[config.mk]
export PLATFORM = sky130hd
export DESIGN_NAME = sram_axi_bridge
export DESIGN_NICKNAME = d
export VERILOG_FILES = /design/src/rtl/sram_axi_bridge.sv
export SDC_FILE = /design/constraint.sdc
export NUM_CORES = 1
export LEC_CHECK = 0
export BUFFER_PORTS_ARGS = -buffer_cell sky130_fd_sc_hd__buf_2
export CAP_MARGIN = 0
export CORE_AREA = 2 2 165 167
export CTS_CLUSTER_SIZE = 30
export DETAILED_ROUTE_END_ITERATION = 12
export DIE_AREA = 0 0 167 169
export PLACE_DENSITY = 0.56
export SLEW_MARGIN = 20
export SYNTH_ARGS = -nofsm -noshare
export SYNTH_HDL_FRONTEND = slang
export SYNTH_SLANG_ARGS = --single-unit
[constraint.sdc]
create_clock -name clk -period 3.5 [get_ports clk]
set_input_delay 0.175 -clock clk [delete_from_list [all_inputs] [get_ports clk]]
set_output_delay 0.175 -clock clk [all_outputs]
set_load 0.01 [all_outputs]
[src/rtl/sram_axi_bridge.sv]
// sram_axi_bridge: merges the CPU instruction and data SRAM-like
// ports onto one AXI3 master with read depth and RAW ordering.
module sram_axi_bridge #(
  parameter int RD_DEPTH  = 2,
  parameter int PRIO_MODE = 0
) (
  input  logic        clk,
  input  logic        resetn,
  input  logic        inst_sram_req,
  input  logic        inst_sram_wr,
  input  logic [1:0]  inst_sram_size,
  input  logic [3:0]  inst_sram_wstrb,
  input  logic [31:0] inst_sram_addr,
  input  logic [31:0] inst_sram_wdata,
  output logic        inst_sram_addr_ok,
  output logic        inst_sram_data_ok,
  output logic [31:0] inst_sram_rdata,
  input  logic        data_sram_req,
  input  logic        data_sram_wr,
  input  logic [1:0]  data_sram_size,
  input  logic [3:0]  data_sram_wstrb,
  input  logic [31:0] data_sram_addr,
  input  logic [31:0] data_sram_wdata,
  output logic        data_sram_addr_ok,
  output logic        data_sram_data_ok,
  output logic [31:0] data_sram_rdata,
  output logic [3:0]  arid,
  output logic [31:0] araddr,
  output logic [7:0]  arlen,
  output logic [2:0]  arsize,
  output logic [1:0]  arburst,
  output logic [1:0]  arlock,
  output logic [3:0]  arcache,
  output logic [2:0]  arprot,
  output logic        arvalid,
  input  logic        arready,
  input  logic [3:0]  rid,
  input  logic [31:0] rdata,
  input  logic [1:0]  rresp,
  input  logic        rlast,
  input  logic        rvalid,
  output logic        rready,
  output logic [3:0]  awid,
  output logic [31:0] awaddr,
  output logic [7:0]  awlen,
  output logic [2:0]  awsize,
  output logic [1:0]  awburst,
  output logic [1:0]  awlock,
  output logic [3:0]  awcache,
  output logic [2:0]  awprot,
  output logic        awvalid,
  input  logic        awready,
  output logic [3:0]  wid,
  output logic [31:0] wdata,
  output logic [3:0]  wstrb,
  output logic        wlast,
  output logic        wvalid,
  input  logic        wready,
  input  logic [3:0]  bid,
  input  logic [1:0]  bresp,
  input  logic        bvalid,
  output logic        bready
);

  localparam int CW = $clog2(RD_DEPTH + 1);
  localparam logic [CW-1:0] DEPTH_C = CW'(RD_DEPTH);

  typedef enum logic [1:0] {
    WR_IDLE,
    WR_AW_W,
    WR_WAIT_B
  } wr_st_e;

  wr_st_e        wr_st_q;
  logic          arvalid_q;
  logic [31:0]   araddr_q;
  logic [2:0]    arsize_q;
  logic [3:0]    arid_q;
  logic          awvalid_q;
  logic          wvalid_q;
  logic [31:0]   awaddr_q;
  logic [2:0]    awsize_q;
  logic [31:0]   wdata_q;
  logic [3:0]    wstrb_q;
  logic          rr_q;
  logic [CW-1:0] inst_cnt_q;
  logic [CW-1:0] inst_cnt_d;
  logic [CW-1:0] data_cnt_q;
  logic [CW-1:0] data_cnt_d;

  logic ar_free;
  logic wr_busy;
  logic inst_can;
  logic data_rd_can;
  logic data_wr_can;
  logic contest;
  logic inst_gnt;
  logic data_gnt;
  logic inst_ret;
  logic data_ret;
  logic unused_in;

  assign unused_in = ^{inst_sram_wr, inst_sram_wstrb,
                       inst_sram_wdata, rresp, bid, bresp};

  assign ar_free = !arvalid_q || arready;
  assign wr_busy = wr_st_q != WR_IDLE;

  assign inst_can = resetn && inst_sram_req && ar_free &&
                    (inst_cnt_q < DEPTH_C);
  assign data_rd_can = resetn && data_sram_req &&
                       !data_sram_wr && ar_free &&
                       (data_cnt_q < DEPTH_C) && !wr_busy;
  assign data_wr_can = resetn && data_sram_req &&
                       data_sram_wr && !wr_busy &&
                       (data_cnt_q == '0);
  assign contest = inst_can && data_rd_can;

  // One AR grant per cycle; RR favours the port named by rr_q
  always_comb begin
    inst_gnt = inst_can;
    data_gnt = data_rd_can;
    if (contest) begin
      if (PRIO_MODE != 0 && !rr_q) data_gnt = 1'b0;
      else inst_gnt = 1'b0;
    end
  end

  assign inst_ret = rvalid && rlast && (rid == 4'd0);
  assign data_ret = rvalid && rlast && (rid == 4'd1);

  // Outstanding counters: +1 on grant, -1 on last beat
  always_comb begin
    inst_cnt_d = inst_cnt_q + CW'(inst_gnt) - CW'(inst_ret);
    data_cnt_d = data_cnt_q + CW'(data_gnt) - CW'(data_ret);
  end

  // Counter and round-robin pointer state
  always_ff @(posedge clk or negedge resetn) begin
    if (!resetn) begin
      inst_cnt_q <= '0;
      data_cnt_q <= '0;
      rr_q       <= 1'b0;
    end else begin
      inst_cnt_q <= inst_cnt_d;
      data_cnt_q <= data_cnt_d;
      if (contest) rr_q <= inst_gnt;
    end
  end

  // AR slot: load on grant, release on handshake
  always_ff @(posedge clk or negedge resetn) begin
    if (!resetn) begin
      arvalid_q <= 1'b0;
      araddr_q  <= '0;
      arsize_q  <= '0;
      arid_q    <= '0;
    end else if (inst_gnt || data_gnt) begin
      arvalid_q <= 1'b1;
      araddr_q  <= data_gnt ? data_sram_addr : inst_sram_addr;
      arsize_q  <= {1'b0, data_gnt ? data_sram_size
                                    : inst_sram_size};
      arid_q    <= data_gnt ? 4'd1 : 4'd0;
    end else if (arready) begin
      arvalid_q <= 1'b0;
    end
  end

  // Single-outstanding write FSM with registered AW/W valids
  always_ff @(posedge clk or negedge resetn) begin
    if (!resetn) begin
      wr_st_q   <= WR_IDLE;
      awvalid_q <= 1'b0;
      wvalid_q  <= 1'b0;
      awaddr_q  <= '0;
      awsize_q  <= '0;
      wdata_q   <= '0;
      wstrb_q   <= '0;
    end else begin
      unique case (wr_st_q)
        WR_IDLE: begin
          if (data_wr_can) begin
            wr_st_q   <= WR_AW_W;
            awvalid_q <= 1'b1;
            wvalid_q  <= 1'b1;
            awaddr_q  <= data_sram_addr;
            awsize_q  <= {1'b0, data_sram_size};
            wdata_q   <= data_sram_wdata;
            wstrb_q   <= data_sram_wstrb;
          end
        end
        WR_AW_W: begin
          if (awready) awvalid_q <= 1'b0;
          if (wready) wvalid_q <= 1'b0;
          if ((!awvalid_q || awready) &&
              (!wvalid_q || wready)) begin
            wr_st_q <= WR_WAIT_B;
          end
        end
        WR_WAIT_B: begin
          if (bvalid) wr_st_q <= WR_IDLE;
        end
        default: wr_st_q <= WR_IDLE;
      endcase
    end
  end

  assign inst_sram_addr_ok = inst_gnt;
  assign data_sram_addr_ok = data_gnt || data_wr_can;
  assign inst_sram_data_ok = resetn && rvalid && (rid == 4'd0);
  assign data_sram_data_ok = resetn &&
                             ((rvalid && (rid == 4'd1)) || bvalid);
  assign inst_sram_rdata = rdata;
  assign data_sram_rdata = rdata;

  assign arid    = arid_q;
  assign araddr  = araddr_q;
  assign arsize  = arsize_q;
  assign arvalid = arvalid_q;
  assign arlen   = 8'd0;
  assign arburst = 2'b01;
  assign arlock  = 2'd0;
  assign arcache = 4'd0;
  assign arprot  = 3'd0;
  assign rready  = 1'b1;

  assign awid    = 4'd1;
  assign awaddr  = awaddr_q;
  assign awsize  = awsize_q;
  assign awvalid = awvalid_q;
  assign awlen   = 8'd0;
  assign awburst = 2'b01;
  assign awlock  = 2'd0;
  assign awcache = 4'd0;
  assign awprot  = 3'd0;

  assign wid    = 4'd1;
  assign wdata  = wdata_q;
  assign wstrb  = wstrb_q;
  assign wlast  = 1'b1;
  assign wvalid = wvalid_q;
  assign bready = 1'b1;

endmodule

; ---- Word-level counts from Yosys, hierarchy flattened
; Index checks and enable logic that the tools add are counted.
[totals]
register_bits = 117
wordCells = 83
[op_classes]
addsub = 4
mux = 15
reduce_logical = 41
eq_ne = 8
magnitude_cmp = 2
[ops]
columns = operator, count
row1 = $mux 32, 1
row2 = $logic_and 1x1->1, 20
row3 = $ne 2x2->1 const B, 5
row4 = $reduce_and 3->1, 3
row5 = $mux 2, 4
row6 = $mux 1, 7
row7 = $logic_or 1x1->1, 6
row8 = $pmux 2 s3, 1
row9 = $reduce_bool 2->1, 3
row10 = $logic_not 1->1, 5
row11 = $add 2x1->2, 2
row12 = $eq 4x1->1 const B, 1
row13 = $logic_not 2->1, 2
row14 = $logic_not 4->1, 1
row15 = $lt 2x2->1 const B, 2
row16 = $pmux 1 s2, 2
row17 = $sub 2x1->2, 2
row18 = $eq 2x1->1 const B, 1
row19 = $eq 2x2->1 const B, 1
row20 = $reduce_and 2->1, 1

; ---- Depth between registers and ports, before layout
; Gate-level depths: netlist of the first run.
[depth]
word_depth = 9
mapped_depth = 8
depth_no_buf = 7

; ---- Least setup slack after synthesis of the first run
; OpenSTA, ideal clock, no wires.
[synth_timing]
kind = flip-flop to flip-flop
start = register data_cnt_q[1]
end = register inst_cnt_q[1]
period_less_slack_ns = 1.906
path_buffers = 2
path_stages_with_launch = 9
required_ns = 3.377
arrival_ns = 1.783
slack_ns = 1.594
path_cell_list = dfrtp_1 nor4b_4 and4b_1 buf_4 buf_4 nor2_1 ha_1 xnor2_1 xnor2_1
[synth_between]
elab_chain_len = 7
[synth_lines]
columns = element, line
row1 = start: declaration, 88  ; logic [CW-1:0] data_cnt_q;
row2 = start signal: assignment, 146  ; data_cnt_q <= data_cnt_d;
row3 = $lt 2x2->1, 113  ; (data_cnt_q < DEPTH_C) && !wr_busy;
row4 = $logic_and 1x1->1, 112  ; !data_sram_wr && ar_free &&
row5 = $logic_and 1x1->1, 113
row6 = $logic_and 1x1->1, 117  ; assign contest = inst_can && data_rd_can;
row7 = $mux 1, 123  ; if (contest) begin
row8 = named net inst_sram_addr_ok, 15  ; output logic inst_sram_addr_ok,
row9 = $add 2x1->2, 134  ; inst_cnt_d = inst_cnt_q + CW'(inst_gnt) - CW'(inst_ret);
row10 = $sub 2x1->2, 134
row11 = named net inst_cnt_d[1], 87  ; logic [CW-1:0] inst_cnt_d;
row12 = end signal: assignment, 145  ; inst_cnt_q <= inst_cnt_d;
row13 = end: declaration, 86  ; logic [CW-1:0] inst_cnt_q;
; The timed path passes the listed nets, and every way through them passes these cells.
; A chain may end at the register's enable or synchronous reset.

; ---- Worst setup path in the final report of the first run
[layout_timing]
start = input resetn
end = output inst_sram_addr_ok
[layout_between]
elab_chain_len = 7
[layout_lines]
columns = element, line
row1 = start: declaration, 8  ; input logic resetn,
row2 = $logic_and 1x1->1 (2 in series), 111  ; assign data_rd_can = resetn && data_sram_req &&
row3 = $logic_and 1x1->1 (2 in series), 112
row4 = $logic_and 1x1->1, 113
row5 = $logic_and 1x1->1, 117
row6 = $mux 1 *, 123
row7 = end: declaration, 15
; Mark *: on every way between the ends. The rest lies on a longest branch, timed or not.

==> results of run 1 <==
==> power breakdown <==
part	leakage [nW]	internal, mW	switching (mW)	total [mW]
Combinational	2.48	1.24	1.08	2.32
Clock	0.267	0.930	0.721	1.65
Sequential	1.38	1.97	0.361	2.33
Total	4.13	4.14	2.16	6.30
==> cells by family after synthesis <==
| logic type | after synthesis |
|---|---|
| xor+xnor | 5 |
| simple gates | 93 |
| mux | 70 |
| fa+ha+maj | 3 |
| compound gates | 76 |
| other cells | 2 |
| flops | 114 |
| buf+inv | 146 |
==> layout make-up <==
cell class / count / area [um^2]
inverters: 5 / 18.8
diodes: 1 / 2.50
clock buffers: 18 / 429
flip-flops and latches: 114 / 2850
multi-input cells: 301 / 2140
repair buffers: 299 / 1830
clock inverters: 14 / 121
well taps: 341 / 427
fillers: 2772 / 18700
==> per-layer routing <==
layer	part of all wire, %	vias up	wire (um)	track usage [%]
met5	0	-	0	0
met4	2.8	0	442	5.43
met3	5.8	43	903	3.13
met2	51	166	7890	19.2
met1	41	2050	6340	12.4
li1	-	1982	-	-
==> per-stage QoR <==
| step | std cells | area (um^2) | worst slack (ns) | util (%) | hold WS [ns] |
|---|---|---|---|---|---|
| after floorplan | 561 | 6050 | 1.59 | - | -0.121 |
| after global placement | 998 | 6640 | 1.31 | 25.1 | 0.241 |
| after detailed placement | 998 | 6640 | 1.28 | 25.1 | 0.246 |
| after CTS | 1090 | 7790 | 0.985 | 29.4 | 0.000225 |
| after global routing | 1092 | 7810 | 0.868 | 29.5 | 0.00594 |
| final | 1093 | 7820 | 1.11 | 29.5 | 0.0207 |
==> placed cells by master (no fill, tap or decap), drive strengths merged <==
cell	n
buf	237
dfrtp	114
mux2	70
a21oi	68
dlygate4sd3	62
conb	54
nor2	39
nand2	38
clkbuf	18
inv	13
xnor2	5
clkinv	4
nor2b	3
o21ai	3
ha	3
and3	3
nand2b	2
nand4b	2
clkinvlp	2
diode	1
nor4b	1
and4b	1
nor3	1
nand4	1
nor4	1
nand3	1
a211oi	1
a31oi	1
a22oi	1
o211ai	1
a22o	1
==> worst paths after layout <==
path                                         startpoint                 endpoint  depth (start not counted)  slack (ns)
max in group asynchronous                        resetn    wdata[24]$_DFFE_PN0P_                          3        1.73
worst min-delay path                 data_sram_addr[22]   awaddr[22]$_DFFE_PN0P_                          2        0.02
worst max-delay path                             resetn        inst_sram_addr_ok                          5        1.11
worst max register to register  data_cnt_q[1]$_DFF_PN0_  inst_cnt_q[1]$_DFF_PN0_                          6        1.36
worst min register to register      arid[0]$_DFFE_PN0P_      arid[0]$_DFFE_PN0P_                          2        0.48
min in group asynchronous                        resetn  data_cnt_q[0]$_DFF_PN0_                          2        0.33
==> flip-flops by register name (all words and copies together) (netlist names) <==
| register | count |
|---|---|
| arid | 1 |
| wstrb | 4 |
| inst_cnt_q | 2 |
| wr_st_q | 2 |
| arsize | 2 |
| awvalid | 1 |
| araddr | 32 |
| arvalid | 1 |
| wvalid | 1 |
| awaddr | 32 |
| wdata | 32 |
| data_cnt_q | 2 |
| awsize | 2 |
==> what timing repair did <==
item,in CTS,in global routing
setup endpoints to repair,0,0
hold buffers,60,2
buffers inserted,0,0
hold endpoints to repair,101,2
gates resized for setup,0,0
==> metrics.yaml, run 1 <==
critical_path:
  cp-start-kind: "primary input"
  cp_cell_sequence: "dlygate4sd3_1 > buf_4 > and4b_2 > nor2_1 > buf_2"
  end_kind: "primary output"
  path_class: "in -> out"
  path_buf_inv: 3
  cp_data_required_time_ns: 3.32
  critPathSlowestCell: "and4b_2"
  worstPathArrival_ns: 2.22
  cp_max_fo: 51
  critical_path.top_delay_family: "buffers and inverters"
  slowest_delay_ns: 0.67
timing:
  layout_min_cycle_time_ns: 2.40
  rsz0062_at_grt: "false"
  hold_viol_final: 0
  slew_viol_final: 0
  fmax_mhz: 418
  setup_viol: 0
  fin_setup_tns_ns: 0
  final.setup_skew_ns: 0.0132
  max-slew-margin-rel_pct: 36.0
  fin_crit_sh_pct: 68.4
  worstMarginPinSlew_ns: 0.961
placement:
  gp_congestion: 0.702
  dp_hpwl_mm: 10.7
  io_buffers: 230
min_path:
  hold_path.class: "in -> reg"
detailed_routing:
  drt-pass1-iter-count: 4
  drtAntennaViolNets: 0
  routed_wl_mm: 15.6
  drc: 0
  viasPerCell: 3.88
  drt_iter0_markers: 143
  wl_per_cell_um: 14.2
  num_vias: 4241
floorplanning:
  core.rowCount: 60
  die_w_um: 167
  die_y_um: 169
  die_area_um2: 28200
  coreArea_um2: 26500
  pin_count: 426
  initial_core_util_pct: 22.1
cts:
  clkLatencyLatePin_ns: 0.41
  cts_tree: "yes"
  cts_buffers: 17
  clk_pin_slew_ns: 0.06
  root_buffer: "clkbuf_16"
  cts.sinks: 114
  cts-htree-levels: 4
  cts_buffer_depth: 2
grt:
  grt_pass1_vias: 4360
  antenna_found_initial: 1
  grt_max_degree: 73
  grt_usage_pct: 11.0
  grt_overflow: 0
  grt_pass1_wl_mm: 24.0
power_and_ir_drop:
  powerDensity_nw_per_um2: 807
  power.leakage_nw: 4.13
  power_mw: 6.30
  max-vdd-ir-drop_v: 0.000304
synthesis:
  synth_seq_cells: 114
  yosys.area.top_type: "dfrtp_1"
  yosys.area_share.adder_pct: 0.641
  synth_common_cells: "123 x buf_4, 114 x dfrtp_1, 68 x a21oi_1"
  synth_simple_gate_area_share_pct: 7.06
  synth_most_common_cell: "buf_4"
  synth_top_family_by_area: "buffers and inverters"
  yosysSeqAreaShare_pct: 48.7
  synth-edff-count: 0
  synth_cell_types: 31
  yosysTopAreaCellShare_pct: 48.7
  synth_area_um2: 5850
  synth_compound_area_share_pct: 6.71
  synthFlopType: "dfrtp_1"
  postSynthCellCount: 509
  syn_area_per_cell_um2: 11.5
  synth-xor-area-share_pct: 0.748
  yosysWarnings: 0
  synthArstFlopShare_pct: 100
  yosys-top-cells-area: "dfrtp_1 49%, mux2_4 17%, buf_4 16%, a21oi_1 5.8%, nor2_1 2.5%"
  synth_mux_area_share_pct: 17.8
outcome:
  status: "complete, no violations"
cells_and_area:
  nets: 937
  drive_above_1_share_pct: 45.5
  synthToLayoutAreaGrowth_pct: 33.5
flow_run:
  cap_violations: 0
(Power assumes the default switching activity.)
==> run 2, diff against run 1 <==
PLACE_DENSITY = 0.58   (was 0.56)
clock period = 1.95 ns   (was 3.5 ns; I/O delays follow)
==> run 2 against run 1 <==
Against the previous run:
- utilization up 2.1 points
- cell count is 4.3% higher
- clock-buffer cell count unchanged
- sequential cell count is the same
- first-iteration DRC count down 18%
- via count rose by 5.6%
- combinational power is 87% higher
- critical path type is now reg -> out
- critical endpoint unchanged
- largest cell class unchanged
==> metrics.yaml, run 2 (synthesis gave the netlist of run 1 again) <==
detailed_routing:
  routed_wl_mm: 16.8
  num_vias: 4480
  viasPerCell: 3.93
  wl_per_cell_um: 14.7
  drc: 0
  drt_iter0_markers: 117
  drt-pass1-iter-count: 4
  drtAntennaViolNets: 0
timing:
  fin_crit_sh_pct: 94.5
  fmax_mhz: 543
  setup_viol: 0
  layout_min_cycle_time_ns: 1.84
  hold_viol_final: 0
  max-slew-margin-rel_pct: 60.1
  final.setup_skew_ns: 0.0193
  worstMarginPinSlew_ns: 0.598
  slew_viol_final: 0
  rsz0062_at_grt: "true"
  fin_setup_tns_ns: 0
critical_path:
  cp-start-kind: "flop"
  worstPathArrival_ns: 1.75
  end_kind: "primary output"
  r2r-start: "wr_st_q[0]$_DFFE_PN0P_"
  r2r_slack_ns: 0.12
  path_class: "reg -> out"
  r2r-end: "wdata[24]$_DFFE_PN0P_"
  cp_data_required_time_ns: 1.85
  cp_max_fo: 4
  worst_r2r_path_depth: 5
power_and_ir_drop:
  power_mw: 11.6
  max-vdd-ir-drop_v: 0.000533
  powerDensity_nw_per_um2: 1390
  power.leakage_nw: 4.38
placement:
  dp_hpwl_mm: 10.9
  gp_congestion: 0.734
  io_buffers: 230
  dp_cells: 1001
grt:
  grt_util_met2_pct: 20.2
  busiest_layer: "met2"
  use_met1_pct: 12.9
  grt_overflow: 0
  antenna_found_initial: 0
  use_met3_pct: 2.85
  grt_pass1_wl_mm: 25.1
  grt_pass1_vias: 4686
  grt_max_degree: 116
  grt_usage_pct: 11.3
cells_and_area:
  drive_above_1_share_pct: 43.9
  finish.utilization_pct: 31.6
  final_cells: 1140
  n_antenna_cell: 0
  nets: 985
  mostFrequentLayoutCell: "buf_2"
  most-common-layout-cells: "229 x buf_2, 114 x dfrtp_1, 103 x dlygate4sd3_1, 68 x a21oi_1, 67 x mux2_4"
  synthToLayoutAreaGrowth_pct: 43.1
min_path:
  holdPathEnd: "wvalid$_DFFE_PN0P_"
  min_from: "wready"
  hold_depth: 4
  hold_path.class: "in -> reg"
cts:
  clkLatencyLatePin_ns: 0.41
  cts.sinks: 114
  cts_buffers: 17
  cts_buffer_depth: 2
  cts_tree: "yes"
  clk_pin_slew_ns: 0.07
  root_buffer: "clkbuf_16"
  cts-htree-levels: 4
outcome:
  status: "complete, no violations"
floorplanning:
  initial_core_util_pct: 22.1
  pin_count: 426
  die_area_um2: 28200
  die_y_um: 169
  core.rowCount: 60
  coreArea_um2: 26500
  die_w_um: 167
flow_run:
  cap_violations: 0
[run 2: cell type report]
cell class / instances / area [um^2]
Clock inverter: 14 / 146
Clock buffer: 18 / 429
Timing Repair Buffer: 347 / 2360
Sequential cell: 114 / 2850
Tap cell: 341 / 427
Fill cell: 2676 / 18100
Multi-Input combinational cell: 301 / 2140
Inverter: 5 / 18.8
[run 2: power by group]
| part | switching, mW | leakage, nW | total, mW | internal, mW |
|---|---|---|---|---|
| combinational | 2.01 | 2.72 | 4.34 | 2.33 |
| sequential | 0.653 | 1.38 | 4.19 | 3.54 |
| clock | 1.28 | 0.277 | 3.08 | 1.80 |
| total | 3.95 | 4.38 | 11.6 | 7.66 |
[run 2: critical path: stages, from the launching register on]
cell and delay [ns]:
dfrtp_1 0.43, nor4b_4 0.37, and4b_2 0.34, nor2_2 0.05
buf_2 0.14
[run 2: how the worst max path moves through the flow]
stage,to,startpoint,depth (start not counted)
global route,inst_sram_addr_ok,wr_st_q[0]$_DFFE_PN0P_,4
detailed placement,wdata[26]$_DFFE_PN0P_,data_cnt_q[1]$_DFF_PN0_,4
CTS,inst_sram_addr_ok,data_cnt_q[1]$_DFF_PN0_,4
floorplan,inst_cnt_q[1]$_DFF_PN0_,data_cnt_q[1]$_DFF_PN0_,8
finish,inst_sram_addr_ok,wr_st_q[0]$_DFFE_PN0P_,4
global placement,wdata[25]$_DFFE_PN0P_,data_cnt_q[1]$_DFF_PN0_,4
[run 2: timing repair]
| action | CTS | global route |
|---|---|---|
| hold buffers | 103 | 0 |
| endpoints found under the setup margin | 0 | 62 |
| resized for setup | 0 | 7 |
| endpoints found under the hold margin | 220 | 0 |
| setup buffers | 0 | 2 |
[run 2: layer usage]
| metal | wire length [um] | up-vias | share of wire (%) |
|---|---|---|---|
| met5 | 0 | - | 0 |
| met4 | 427 | 0 | 2.5 |
| met3 | 1150 | 35 | 6.8 |
| met2 | 8640 | 195 | 51 |
| met1 | 6560 | 2176 | 39 |
| li1 | - | 2074 | - |
[run 2: through the flow]
step	instance area (um^2)	hold WS, ns	worst slack [ns]
CTS	8310	0.00233	0.0195
global placement	6700	-0.0840	0.124
floorplan	6050	-0.198	0.0440
global route	8370	0.0233	-0.00664
detailed placement	6700	-0.0829	0.0810
finish	8370	0.0284	0.107
==> run 3, diff against run 2 <==
CTS_CLUSTER_DIAMETER = 150   (was default)
PLACE_DENSITY = 0.56   (was 0.58)
RECOVER_POWER = 25   (was default)
clock period = 2.15 ns   (was 1.95 ns; I/O delays follow)
==> run 3 against run 2 <==
Against the previous run:
- combinational power fell by 12%
- non-clock buffer count fell by 3
- register-to-register slack improved by 0.17 ns
- total power fell by 8.0%
- sequential cell count did not move
- clock power barely moved
- clock-buffer cell count fell by 1
- wire length fell by 1.6%
- setup slack improved by 0.15 ns
- clock skew fell by 0.012 ns
- largest power group unchanged
==> metrics.yaml, run 3 (synthesis gave the netlist of run 1 again) <==
outcome:
  status: "complete, no violations"
cts:
  cts_buffers: 17
  cts-htree-levels: 4
  cts_tree: "yes"
  root_buffer: "clkbuf_16"
  post-cts-setup-buffers: 0
  cts_buffer_depth: 2
  ctsHoldBuffers: 102
  clkLatencyLatePin_ns: 0.41
  post_cts_resized: 0
  cts.sinks: 114
  clk_pin_slew_ns: 0.06
critical_path:
  cp_max_fo: 5
  worstPathArrival_ns: 1.78
  path_class: "reg -> out"
  end_kind: "primary output"
  critPathSlowestCell: "dfrtp_1"
  critical_path.top_delay_family: "simple AND/OR/NAND/NOR gates"
  r2r-start: "data_cnt_q[1]$_DFF_PN0_"
  slowest_delay_ns: 0.42
  r2r_slack_ns: 0.29
  r2r-end: "wdata[23]$_DFFE_PN0P_"
  path_buf_inv: 1
  cp_data_required_time_ns: 2.04
  cp-start-kind: "flop"
  cp_cell_sequence: "nor4b_4 > and4b_2 > nor2_1 > buf_2"
  worst_r2r_path_depth: 4
detailed_routing:
  routed_wl_mm: 16.5
  num_vias: 4484
  drt-pass1-iter-count: 4
  drt_iter0_markers: 158
  wl_per_cell_um: 14.5
  viasPerCell: 3.94
  drc: 0
  drtAntennaViolNets: 0
timing:
  worstMarginPinSlew_ns: 0.868
  setup_viol: 0
  rsz0062_at_grt: "false"
  fin_setup_tns_ns: 0
  fin_crit_sh_pct: 87.9
  slew_viol_final: 0
  hold_viol_final: 0
  max-slew-margin-rel_pct: 42.1
  final.setup_skew_ns: 0.00767
  fmax_mhz: 529
  layout_min_cycle_time_ns: 1.89
floorplanning:
  core.rowCount: 60
  initial_core_util_pct: 22.1
  die_y_um: 169
  pin_count: 426
  coreArea_um2: 26500
  die_area_um2: 28200
  die_w_um: 167
grt:
  grt_overflow: 0
  grt_pass1_vias: 4728
  use_met1_pct: 12.5
  use_met3_pct: 2.71
  grt_usage_pct: 11.6
  busiest_layer: "met2"
  antenna_found_initial: 0
  grt_util_met2_pct: 21.1
  grt_pass1_wl_mm: 25.6
  grt_max_degree: 66
power_and_ir_drop:
  power.leakage_nw: 4.30
  max-vdd-ir-drop_v: 0.000460
  powerDensity_nw_per_um2: 1290
min_path:
  holdPathEnd: "araddr[9]$_DFFE_PN0P_"
  min_from: "inst_sram_addr[9]"
  hold_depth: 3
  hold_path.class: "in -> reg"
cells_and_area:
  finish.utilization_pct: 31.3
  nets: 982
  fin_area_um2: 8300
  most-common-layout-cells: "206 x buf_2, 114 x dfrtp_1, 102 x dlygate4sd3_1, 68 x a21oi_1, 67 x mux2_4"
  mostFrequentLayoutCell: "buf_2"
  synthToLayoutAreaGrowth_pct: 41.9
  n_antenna_cell: 0
  drive_above_1_share_pct: 40.7
placement:
  dpl_cell_area_um2: 6690
  io_buffers: 230
  gp_congestion: 0.715
  dp_hpwl_mm: 11.0
flow_run:
  cap_violations: 0
==> run 3: area by class of cell <==
type / instances / area (um^2)
tap: 341 / 427
inverter: 5 / 18.8
clock buffer: 17 / 425
multi-input combinational: 301 / 2140
fill: 2727 / 18200
timing repair buffer: 344 / 2240
sequential: 114 / 2850
clock inverter: 15 / 196
==> run 3: worst reg2reg max path, cell delays in order, from the launching register on <==
cell and delay [ns]:
dfrtp_1 0.42, nor4b_4 0.38, nand4b_1 0.23, buf_12 0.26
mux2_4 0.46
==> run 3: per-layer routing <==
layer	wire length (um)	vias to the layer above
li1	-	2070
met1	6420	2185
met2	8460	176
met3	997	53
met4	627	0
met5	0	-
==> run 3: where the power goes <==
group / switching (mW) / internal, mW / leakage, nW
registers: 0.606 / 3.21 / 1.38
clock network: 1.18 / 1.87 / 0.307
logic: 1.80 / 2.02 / 2.61
==> run 3: how the worst max path moves through the flow <==
stage,from,end,slack (ns),cells past startpoint
final,data_cnt_q[1]$_DFF_PN0_,inst_sram_addr_ok,0.26,4
after detailed placement,data_cnt_q[1]$_DFF_PN0_,awaddr[11]$_DFFE_PN0P_,0.32,4
after global routing,data_cnt_q[1]$_DFF_PN0_,inst_sram_addr_ok,0.13,4
after floorplan,data_cnt_q[1]$_DFF_PN0_,inst_cnt_q[1]$_DFF_PN0_,0.24,8
after global placement,data_cnt_q[1]$_DFF_PN0_,awaddr[5]$_DFFE_PN0P_,0.36,4
after CTS,data_cnt_q[1]$_DFF_PN0_,inst_sram_addr_ok,0.23,4
==> run 3: metrics by stage <==
| step | worst slack (ns) | power (mW) | cells | hold slack, ns |
|---|---|---|---|---|
| finish | 0.260 | 10.7 | 1137 | 0.0197 |
| global route | 0.126 | 11.4 | 1137 | 0.0180 |
| CTS | 0.226 | 10.9 | 1137 | 0.00635 |
| detailed placement | 0.315 | 7.59 | 1003 | 0.128 |
| global placement | 0.357 | 7.51 | 1003 | 0.127 |
| floorplan | 0.244 | 6.17 | 561 | -0.188 |
